`config.mk`:
```
export PLATFORM = sky130hd
export DESIGN_NAME = uart_frame_parser
export DESIGN_NICKNAME = d
export VERILOG_FILES = /design/src/rtl/uart_frame_parser.sv
export SDC_FILE = /design/constraint.sdc
export NUM_CORES = 1
export LEC_CHECK = 0
export ABC_AREA = 1
export BUFFER_PORTS_ARGS = -buffer_cell sky130_fd_sc_hd__clkbuf_2
export CAP_MARGIN = 25
export CORE_MARGIN = 1
export CORE_UTILIZATION = 47
export DETAILED_ROUTE_END_ITERATION = 6
export PLACE_DENSITY = 0.74
export SETUP_SLACK_MARGIN = 0.4
export SLEW_MARGIN = 20
export SYNTH_ARGS = -nofsm -noshare
export SYNTH_HDL_FRONTEND = slang
export SYNTH_SLANG_ARGS = --single-unit
```
`constraint.sdc`:
```
create_clock -name sys_clk -period 2.6 [get_ports sys_clk]
set_input_delay 0.52 -clock sys_clk [delete_from_list [all_inputs] [get_ports sys_clk]]
set_output_delay 0.52 -clock sys_clk [all_outputs]
set_load 0.02 [all_outputs]
```
`src/rtl/uart_frame_parser.sv`:
```
// rtl/uart_frame_parser.sv - UART command-frame receiver with checksum, length check, timeout and ACK/NAK reply
module uart_frame_parser #(
    parameter logic [7:0] HDR0       = 8'hAF,
    parameter logic [7:0] HDR1       = 8'hFA,
    parameter int         MAX_LEN    = 16,
    parameter int         CLK_FREQ   = 50000000,
    parameter int         TIMEOUT_US = 1000,
    parameter logic [7:0] ACK_BYTE   = 8'h06,
    parameter logic [7:0] NAK_BYTE   = 8'h15
) (
    input  logic                   sys_clk,
    input  logic                   sys_rst_n,
    input  logic                   recv_done,
    input  logic [7:0]             recv_data,
    input  logic                   tx_busy,
    output logic                   send_en,
    output logic [7:0]             send_data,
    output logic                   frame_valid,
    output logic [7:0]             frame_len,
    output logic [MAX_LEN*8-1:0]   payload_flat,
    output logic                   err_chk,
    output logic                   err_len,
    output logic                   err_timeout,
    output logic [15:0]            frame_cnt,
    output logic [15:0]            err_cnt
);

    localparam int TMO = CLK_FREQ / 1000000 * TIMEOUT_US;
    localparam int TW  = $clog2(TMO + 1);

    localparam logic [2:0] S_IDLE = 3'd0;
    localparam logic [2:0] S_H1   = 3'd1;
    localparam logic [2:0] S_LN   = 3'd2;
    localparam logic [2:0] S_DT   = 3'd3;
    localparam logic [2:0] S_CH   = 3'd4;
    localparam logic [2:0] S_CL   = 3'd5;
    localparam logic [2:0] S_RSP  = 3'd6;

    logic                 d0_q, d1_q;
    logic [2:0]           state_q, state_d;
    logic [7:0]           len_q, len_d;
    logic [7:0]           idx_q, idx_d;
    logic [15:0]          sum_q, sum_d;
    logic [7:0]           ckh_q, ckh_d;
    logic [7:0]           resp_q, resp_d;
    logic [MAX_LEN*8-1:0] buf_q, buf_d;
    logic [TW-1:0]        tmo_q, tmo_d;
    logic                 send_en_q, send_en_d;
    logic [7:0]           send_data_q, send_data_d;
    logic                 frame_valid_q, frame_valid_d;
    logic [7:0]           frame_len_q, frame_len_d;
    logic [MAX_LEN*8-1:0] payload_q, payload_d;
    logic                 err_chk_q, err_chk_d;
    logic                 err_len_q, err_len_d;
    logic                 err_tmo_q, err_tmo_d;
    logic [15:0]          frame_cnt_q, frame_cnt_d;
    logic [15:0]          err_cnt_q, err_cnt_d;

    logic byte_stb;
    logic in_frame;

    assign byte_stb = d0_q & ~d1_q;
    assign in_frame = (state_q == S_H1) || (state_q == S_LN) || (state_q == S_DT) ||
                      (state_q == S_CH) || (state_q == S_CL);

    always_comb begin
        state_d       = state_q;
        len_d         = len_q;
        idx_d         = idx_q;
        sum_d         = sum_q;
        ckh_d         = ckh_q;
        resp_d        = resp_q;
        buf_d         = buf_q;
        tmo_d         = tmo_q;
        send_en_d     = 1'b0;
        send_data_d   = send_data_q;
        frame_valid_d = 1'b0;
        frame_len_d   = frame_len_q;
        payload_d     = payload_q;
        err_chk_d     = 1'b0;
        err_len_d     = 1'b0;
        err_tmo_d     = 1'b0;
        frame_cnt_d   = frame_cnt_q;
        err_cnt_d     = err_cnt_q;

        // A byte arriving on the very cycle the gap limit is hit wins over the timeout.
        if (!in_frame || byte_stb) begin
            tmo_d = '0;
        end else if (tmo_q == TW'(TMO - 1)) begin
            tmo_d     = '0;
            err_tmo_d = 1'b1;
            state_d   = S_IDLE;
        end else begin
            tmo_d = tmo_q + 1'b1;
        end

        case (state_q)
            S_IDLE: begin
                if (byte_stb && recv_data == HDR0) begin
                    state_d = S_H1;
                end
            end
            S_H1: begin
                if (byte_stb) begin
                    if (recv_data == HDR1) begin
                        state_d = S_LN;
                    end else if (recv_data == HDR0) begin
                        state_d = S_H1;
                    end else begin
                        state_d = S_IDLE;
                    end
                end
            end
            S_LN: begin
                if (byte_stb) begin
                    len_d = recv_data;
                    sum_d = {8'h00, recv_data};
                    buf_d = '0;
                    idx_d = 8'd0;
                    if (recv_data == 8'd0 || recv_data > 8'(MAX_LEN)) begin
                        err_len_d = 1'b1;
                        resp_d    = NAK_BYTE;
                        state_d   = S_RSP;
                    end else begin
                        state_d = S_DT;
                    end
                end
            end
            S_DT: begin
                if (byte_stb) begin
                    for (int i = 0; i < MAX_LEN; i++) begin
                        if (idx_q == 8'(i)) begin
                            buf_d[i*8 +: 8] = recv_data;
                        end
                    end
                    sum_d = sum_q + {8'h00, recv_data};
                    if (idx_q == len_q - 8'd1) begin
                        state_d = S_CH;
                    end else begin
                        idx_d = idx_q + 8'd1;
                    end
                end
            end
            S_CH: begin
                if (byte_stb) begin
                    ckh_d   = recv_data;
                    state_d = S_CL;
                end
            end
            S_CL: begin
                if (byte_stb) begin
                    if ({ckh_q, recv_data} == sum_q) begin
                        payload_d     = buf_q;
                        frame_len_d   = len_q;
                        frame_valid_d = 1'b1;
                        resp_d        = ACK_BYTE;
                        if (frame_cnt_q != 16'hFFFF) begin
                            frame_cnt_d = frame_cnt_q + 16'd1;
                        end
                    end else begin
                        err_chk_d = 1'b1;
                        resp_d    = NAK_BYTE;
                    end
                    state_d = S_RSP;
                end
            end
            S_RSP: begin
                if (!tx_busy) begin
                    send_en_d   = 1'b1;
                    send_data_d = resp_q;
                    state_d     = S_IDLE;
                end
            end
            default: state_d = S_IDLE;
        endcase

        if ((err_chk_d || err_len_d || err_tmo_d) && err_cnt_q != 16'hFFFF) begin
            err_cnt_d = err_cnt_q + 16'd1;
        end
    end

    always_ff @(posedge sys_clk or negedge sys_rst_n) begin
        if (!sys_rst_n) begin
            d0_q          <= 1'b0;
            d1_q          <= 1'b0;
            state_q       <= S_IDLE;
            len_q         <= 8'd0;
            idx_q         <= 8'd0;
            sum_q         <= 16'd0;
            ckh_q         <= 8'd0;
            resp_q        <= 8'd0;
            buf_q         <= '0;
            tmo_q         <= '0;
            send_en_q     <= 1'b0;
            send_data_q   <= 8'd0;
            frame_valid_q <= 1'b0;
            frame_len_q   <= 8'd0;
            payload_q     <= '0;
            err_chk_q     <= 1'b0;
            err_len_q     <= 1'b0;
            err_tmo_q     <= 1'b0;
            frame_cnt_q   <= 16'd0;
            err_cnt_q     <= 16'd0;
        end else begin
            d0_q          <= recv_done;
            d1_q          <= d0_q;
            state_q       <= state_d;
            len_q         <= len_d;
            idx_q         <= idx_d;
            sum_q         <= sum_d;
            ckh_q         <= ckh_d;
            resp_q        <= resp_d;
            buf_q         <= buf_d;
            tmo_q         <= tmo_d;
            send_en_q     <= send_en_d;
            send_data_q   <= send_data_d;
            frame_valid_q <= frame_valid_d;
            frame_len_q   <= frame_len_d;
            payload_q     <= payload_d;
            err_chk_q     <= err_chk_d;
            err_len_q     <= err_len_d;
            err_tmo_q     <= err_tmo_d;
            frame_cnt_q   <= frame_cnt_d;
            err_cnt_q     <= err_cnt_d;
        end
    end

    assign send_en      = send_en_q;
    assign send_data    = send_data_q;
    assign frame_valid  = frame_valid_q;
    assign frame_len    = frame_len_q;
    assign payload_flat = payload_q;
    assign err_chk      = err_chk_q;
    assign err_len      = err_len_q;
    assign err_timeout  = err_tmo_q;
    assign frame_cnt    = frame_cnt_q;
    assign err_cnt      = err_cnt_q;

endmodule
```
# [Word level (Yosys, flattened, before mapping)]
# Cells that the tools add are included.
[word_totals] wordCells=194 out_inout_bits=181 inputBits=12 ff_bits=378
[classes] muxes=60 reduce_logical=40 addsub=6 eq_ne=49 n_lt_le_gt_ge=1 n_bitwise=3
[op_table] op="two-way mux 128 bit" count=2
[op_table] op="one-hot mux 128 bit (2 select lines)" count=1
[op_table] op="two-way mux 8 bit" count=22
[op_table] op="AND reduction 4 bit" count=19
[op_table] op="equality test 8 x 4 -> 1 bit (second input constant)" count=8
[op_table] op="two-way mux 16 bit" count=4
[op_table] op="adder 16 x 1 -> 16 bit (second input constant)" count=3
[op_table] op="inequality test 2 x 1 -> 1 bit (second input constant)" count=17
[op_table] op="two-way mux 3 bit" count=11
[op_table] op="equality test 8 x 3 -> 1 bit (second input constant)" count=4
[op_table] op="inequality test 16 bit (second input constant)" count=2
[op_table] op="one-hot mux 16 bit (2 select lines)" count=1
[op_table] op="one-hot mux 8 bit (2 select lines)" count=2
[op_table] op="one-hot mux 3 bit (7 select lines)" count=1
[op_table] op="adder 16 x 8 -> 16 bit" count=1
[op_table] op="equality test 16 bit" count=1
[op_table] op="equality test 16 bit (second input constant)" count=1
[op_table] op="equality test 8 x 2 -> 1 bit (second input constant)" count=2
[op_table] op="equality test 8 bit (second input constant)" count=2
[op_table] op="zero test 8 bit" count=2
[op_table] op="two-way mux 1 bit" count=14
[op_table] op="equality test 3 bit (second input constant)" count=3
[op_table] op="adder 8 x 1 -> 8 bit (second input constant)" count=1
[op_table] op="equality test 8 x 1 -> 1 bit (second input constant)" count=1
[op_table] op="17 further kinds" count=34

# [Depth between registers and ports, before layout]
# Gate-level depths: netlist (run 1).
[depth] word_depth=11 depth_mapped=14 ltp_nobuf=14

# [Worst setup path after synthesis (run 1)]
# Ideal clock, no wire load.
[synth_path] path_type="input-to-reg" from="input recv_data[0]" to="register sum_q[14]" stages=10 arrival_time_ns=2.065 path_buffers=0 path_slack_ns=0.417 setup_time_ns=0.119 required_time_ns=2.481 cell_sequence="ha_1 inv_1 fa_1 o21ai_0 a21oi_1 or2_2 nand2_1 nand2_1 nand4_1 nand2_1"
[synth_via] elab_chain_cells=3
[synth_lines] item="start: declaration" line="14" text="input logic [7:0] recv_data,"
[synth_lines] item="adder 16 x 8 -> 16 bit" line="136" text="sum_d = sum_q + {8'h00, recv_data};"
[synth_lines] item="two-way mux 16 bit" line="130" text="if (byte_stb) begin"
[synth_lines] item="one-hot mux 16 bit (2 select lines)" line="97" text="case (state_q)"
[synth_lines] item="end signal: assignment" line="210" text="sum_q <= sum_d;"
[synth_lines] item="end: declaration" line="43" text="logic [15:0] sum_q, sum_d;"
# Every way passes these cells. The select of a mux whose other input is x is not followed.
# A chain may end at the register's enable or synchronous reset.

# [Worst setup path after layout (run 1)]
[layout_path] from="register state_q[1]" to="register buf_q[24]"
[layout_via] elab_chain_cells=3 word_cells_on_any_way=8 classes_between="5 x eq/ne; 1 x mux; 2 x reduce/logical"
[layout_lines] item="start: declaration" line="40" text="logic [2:0] state_q, state_d;"
[layout_lines] item="start signal: assignment" line="207" text="state_q <= state_d;"
[layout_lines] item="equality test 3 x 2 -> 1 bit" line="97"
[layout_lines] item="inequality test 2 x 1 -> 1 bit (no source line), or another cell as far along"
[layout_lines] item="AND reduction 4 bit (no source line)"
[layout_lines] item="end signal: assignment" line="213" text="buf_q <= buf_d;"
[layout_lines] item="end: declaration" line="46" text="logic [MAX_LEN*8-1:0] buf_q, buf_d;"
# Parallel ways exist; a longest one is shown, timed or not.

==> results of run 1 <==
[where the power goes]
group          switching, uW  internal (uW)
registers                690           7030
clock network           2350           3690
logic                   2240           1330
total                   5280          12100
[final timing paths]
kind / cells after the start / endpoint / slack, ns
max: 9 / buf_q[24] / 0.54
min: 1 / d0_q / 0.09
max reg2reg: 9 / buf_q[24] / 0.54
min reg2reg: 0 / d1_q / 0.39
max in group asynchronous: 3 / payload_flat[26] / 1.27
min in group asynchronous: 2 / err_cnt[15] / 0.52
[cells by family (layout without fill, tap and decap cells)]
family	Yosys count	in the layout	synth area share (%)
AO/OA/AOI/OAI	319	319	11.0
XOR/XNOR	53	53	2.79
buffers and inverters	293	524	7.93
other	1	4	0.0225
flip-flops	368	368	55.3
AND/OR/NAND/NOR	846	846	21.7
adder cells (fa/ha/maj)	17	17	1.32
[final cells by class]
| cell class | instances | area, um2 |
|---|---|---|
| Clock buffer | 49 | 1080 |
| Clock inverter | 21 | 323 |
| Fill cell | 2998 | 15000 |
| Inverter | 217 | 822 |
| Multi-Input combinational cell | 1239 | 6230 |
| Sequential cell | 368 | 9210 |
| Tap cell | 455 | 569 |
| Timing Repair Buffer | 237 | 1480 |
[flip-flops by register name (all words and copies together) (netlist names)]
| signal | cells |
|---|---|
| err_len | 1 |
| send_en | 1 |
| len_q | 8 |
| send_data | 3 |
| frame_len | 8 |
| idx_q | 8 |
| ckh_q | 8 |
| payload_flat | 128 |
| frame_valid | 1 |
| tmo_q | 16 |
| err_timeout | 1 |
| resp_q | 3 |
| sum_q | 16 |
| state_q | 3 |
| frame_cnt | 16 |
| err_chk | 1 |
| buf_q | 128 |
| d1_q | 1 |
| err_cnt | 16 |
| d0_q | 1 |
[what timing repair did]
action / 4_1_cts / 5_1_grt
setup buffers: 0 / 10
hold buffers: 1 / 0
hold endpoints to repair: 52 / 0
pin swaps: 1 / 7
gates resized for setup: 5 / 16
gates cloned: 0 / 1
setup endpoints to repair: 23 / 252
[stage by stage]
step	setup WS [ns]	std cells	hold slack, ns
final	0.539	2586	0.0909
after global routing	0.397	2586	0.0727
after CTS	0.413	2575	0.0763
after detailed placement	0.142	2504	0.393
after global placement	0.210	2504	0.393
after floorplan	0.417	1900	0.224
[cell usage in the layout (no fill, tap or decap), drive strengths merged, types with 8 or more instances in the layout]
| cell | count |
|---|---|
| dfrtp | 368 |
| nand2 | 622 |
| buf | 48 |
| nor4 | 8 |
| nor3 | 20 |
| nor2 | 105 |
| clkinv | 9 |
| a21oi | 27 |
| o21ai | 272 |
| xor2 | 39 |
| nand4 | 18 |
| nand3 | 64 |
| xnor2 | 14 |
| ha | 16 |
| clkbuf | 237 |
| inv | 220 |
[routing by layer]
layer / routed length [um] / vias to the layer above / share of wire [%] / GRT usage [%]
met5: 0 / - / 0 / 0
met1: 18600 / 6389 / 45 / 32.8
met2: 19200 / 410 / 47 / 37.0
li1: - / 6409 / - / -
met4: 946 / 0 / 2.3 / 6.18
met3: 2370 / 76 / 5.8 / 3.50
==> results.yml, run 1 <==
run:
  maxCapViolations: 0
synthesis:
  synth_edf_count: 0
  dominantRegCellSynth: "dfrtp_1"
  synth_area_leaders: "dfrtp_1, nand2_1, inv_1, o21ai_0, o21ai_1"
  ys.warnings.count: 0
  synth_top_area_share_pct: 55.3
  yosys-top-cells-count: "nand2_1, dfrtp_1, inv_1"
  ys_seq_area_share_pct: 55.3
  synth.most_common_cell: "nand2_1"
  synth_seq_cells: 368
  syn-instance-count: 1897
  synth_area_mm2: 0.0167
  synth_top_area_cell: "dfrtp_1"
  async_flop_share_pct: 100
  synthDistinctLibCells: 51
  syn_area_per_cell_um2: 8.78
worst_setup_path:
  crit_chain: "inv_2 -> nor2_4 -> inv_2 -> nor2_8 -> inv_2 -> nor2_2 -> buf_4 -> inv_1 -> o21ai_1"
  crit_fanout: 12
  timing.rr.start: "state_q[1]"
  cpLargestDelayFamily: "buffers and inverters"
  cp-startpoint: "state_q[1]"
  crit_top_cell: "inv_2"
  required_ns: 3.05
  cp-start-kind: "register"
  arrival_ns: 2.51
  critPathCaptureType: "register"
  cp_slowest_cell: "dfrtp_1"
  path_buf_inv: 5
  max_stage_delay_ns: 0.48
  worstSetupPathType: "register to register"
timing:
  rsz0062_at_grt: "true"
  drv_slew: 0
  worst_slew_margin_rel_pct: 56.4
  clock.fmax_mhz: 485
  setup-violations-final: 0
  hold_viol: 0
  fin_crit_sh_pct: 79.3
  fin_tns_setup_ns: 0
  period_needed_ns: 2.06
  finClkSkew_ns: 0.0222
  worst_pin_slew_ns: 0.654
power_and_ir_drop:
  p_leak_uw: 0.00998
  power_uw: 17300
  irDropWorstVdd_uv: 582
  p_per_area_mw_per_mm2: 879
floorplanning:
  start_util_pct: 48.0
  die_w_um: 190
  row_count: 68
  die-area_mm2: 0.0362
  core_region_area_mm2: 0.0347
  io_pins: 193
  fp.dieH_um: 190
cts:
  clock_latency_ns: 0.55
  htreeDepth: 2
  cts_buffer_depth: 3
  cts-root-buf: "clkbuf_16"
  cts_tree: "done"
  numCtsBuffers: 39
  cts.sinks: 368
  clk_pin_slew_worst_paths_ns: 0.06
global_routing:
  grt_start_max_net_pins: 105
  grt_overflow: 0
  track_usage_pct: 23.1
  grt_pass1_vias: 12695
  grt_pass1_wl_um: 67100
  antenna_found_initial: 0
routing:
  vias: 13284
  drtIter0Drc: 856
  drt_wl_total_um: 41100
  firstDrtPassIters: 5
  routedWlPerCell_um: 15.9
  drc_errors: 0
  viasPerCell: 5.14
  postRouteAntennaNets: 0
final_layout:
  final_core_util_pct: 56.8
  postLayoutCellArea_mm2: 0.0197
  area_growth_pct: 18.4
  fin_nets: 2131
  diodes: 0
  drive_above_1_share_pct: 19.5
place:
  place_hpwl_um: 27400
  gp_congestion: 0.892
  io_buffers: 188
  postPlaceCellArea_mm2: 0.0181
hold_path:
  worstHoldStart: "recv_done"
  hold_class: "primary input to register"
status:
  outcome: "finished clean"
Power figures use the tool's default switching activity.
==> run 2: changes to the inputs <==
==> constraint.sdc (replaced) <==
create_clock -name sys_clk -period 2.1 [get_ports sys_clk]
set_input_delay 0.42 -clock sys_clk [delete_from_list [all_inputs] [get_ports sys_clk]]
set_output_delay 0.42 -clock sys_clk [all_outputs]
set_load 0.02 [all_outputs]
==> run 2 against run 1 <==
  * The run now ends with design-rule violations left
  * Core utilization rose by 4.8 points
  * Critical path depth rose by 3
  * Cell area rose by 8.5%
  * Combinational power rose by 50%
  * Flip-flop and latch count did not move
  * Clock skew fell by 0.0013 ns
  * Power rose by 27%
  * Non-clock buffer count rose by 87
  * Clock power rose by 16%
==> results.yml, run 2 (same netlist as run 1, synthesis figures left out) <==
status:
  outcome: "complete, but fails checks"
  violations: "design-rule violations"
worst_setup_path:
  required_ns: 2.52
  cp-start-kind: "register"
  crit_fanout: 6
  worstSetupPathType: "register to register"
  critPathCaptureType: "register"
  arrival_ns: 2.41
final_layout:
  fin_nets: 2224
  fin_cells: 2677
  fillers: 2819
  drive_above_1_share_pct: 27.5
  final_cell_mix: "nand2_1, dfrtp_1, inv_1"
  area_growth_pct: 28.5
  mostFrequentLayoutCell: "nand2_1"
  diodes: 0
routing:
  drtIter0Drc: 1142
  postRouteAntennaNets: 0
  routedWlPerCell_um: 17.5
  drt_wl_total_um: 46800
  drt-met1-wl_um: 20000
  routed.top_layer: "met4"
  viasPerCell: 5.24
  met2_length_um: 22800
  firstDrtPassIters: 7
  drc_errors: 3
  wl_met3_um: 2990
  vias: 14038
cts:
  htreeDepth: 2
  cts_tree: "done"
  clock_latency_ns: 0.55
  cts.sinks: 368
  cts_buffer_depth: 3
  clk_pin_slew_worst_paths_ns: 0.06
  cts-root-buf: "clkbuf_16"
  numCtsBuffers: 40
timing:
  period_needed_ns: 1.99
  worst_pin_slew_ns: 0.610
  worst_slack_ns: 0.109
  fin_crit_sh_pct: 94.8
  hold_viol: 0
  rsz0062_at_grt: "true"
  clock.fmax_mhz: 502
  drv_slew: 0
  setup-violations-final: 0
  worst_slew_margin_rel_pct: 59.4
  timing.hold.ws_ns: 0.0884
  finClkSkew_ns: 0.0209
place:
  dp_slack_ns: -0.131
  dp_cells: 2537
  io_buffers: 188
  place_hpwl_um: 28500
  gp_congestion: 0.900
floorplanning:
  core_region_area_mm2: 0.0347
  die_w_um: 190
  start_util_pct: 48.0
  io_pins: 193
  die-area_mm2: 0.0362
  row_count: 68
  fp.dieH_um: 190
power_and_ir_drop:
  p_leak_uw: 0.0107
  irDropWorstVdd_uv: 591
  p_per_area_mw_per_mm2: 1030
  power_uw: 22000
global_routing:
  antenna_found_initial: 0
  track_usage_pct: 23.7
  grt_pass1_vias: 13105
  grt_start_max_net_pins: 81
  grt_overflow: 0
  grt_pass1_wl_um: 68400
hold_path:
  hold_class: "primary input to register"
run:
  maxCapViolations: 0
[run 2: cell count changes in the layout (fill, tap and decap cells not counted), moves of 10 or more]
cell,previous run,this run
buf_12,10,26
buf_4,36,76
buf_6,0,14
clkbuf_16,40,53
inv_1,205,188
inv_2,10,24
nand2_1,599,566
nand2_2,14,28
nand2_4,7,26
nor2_1,89,77
o21ai_0,119,107
o21ai_2,39,49
[run 2: final timing paths]
kind                                 from               end  slack, ns  depth (start not counted)
worst max-delay path             sum_q[4]  payload_flat[94]       0.11                         12
worst min-delay path              tx_busy           send_en       0.09                          2
worst max register to register   sum_q[4]  payload_flat[94]       0.11                         12
worst min register to register       d0_q              d1_q       0.38                          0
max in group asynchronous       sys_rst_n  payload_flat[44]       1.01                          3
min in group asynchronous       sys_rst_n          len_q[2]       0.37                          2
[run 2: through the flow]
step / area, um2 / TNS, ns / util [%]
floorplan: 16900 / 0 / -
detailed placement: 18600 / -9.39 / 53.5
CTS: 20300 / 0 / 58.5
finish: 21400 / 0 / 61.7
global placement: 18600 / -6.24 / 53.5
global route: 21400 / 0 / 61.7
[run 2: worst max-delay path, cell delays in order, from the launching register on]
cell and delay [ns]:
dfrtp_1 0.41, ha_4 0.26, nor2_4 0.10, nand3_4 0.10, nor2_4 0.11, nand2_4 0.08, nor2_4 0.15, buf_12 0.14
buf_12 0.12, nand2_8 0.09, clkbuf_16 0.18, nand2_1 0.05, o21ai_1 0.06
[run 2: area by class of cell]
type                    instances  area [um2]  share of cell area (%)
repair buffers                324        2640                    12.3
inverters                     217         832                    3.89
clock buffers                  51        1110                    5.20
flip-flops and latches        368        9220                    43.1
multi-input cells            1244        6850                    32.0
clock inverters                18         184                   0.859
well taps                     455         569                    2.66
[run 2: report_power, final]
| part | total [uW] | internal (uW) | switching [uW] |
|---|---|---|---|
| Sequential | 9610 | 8720 | 895 |
| Combinational | 5340 | 2120 | 3220 |
| Clock | 7030 | 4110 | 2920 |
| Total | 22000 | 15000 | 7030 |
[run 2: layer usage]
metal | track usage, % | vias up
li1 | - | 6599
met1 | 32.7 | 6850
met2 | 38.8 | 506
met3 | 3.57 | 83
met4 | 6.49 | 0
met5 | 0 | -
[run 2: repair_timing]
action / CTS / global route
gates resized for setup: 67 / 112
setup buffers: 18 / 22
endpoints found under the hold margin: 31 / 0
pin swaps: 19 / 18
hold buffers: 2 / 0
gates cloned: 2 / 27
endpoints found under the setup margin: 330 / 345
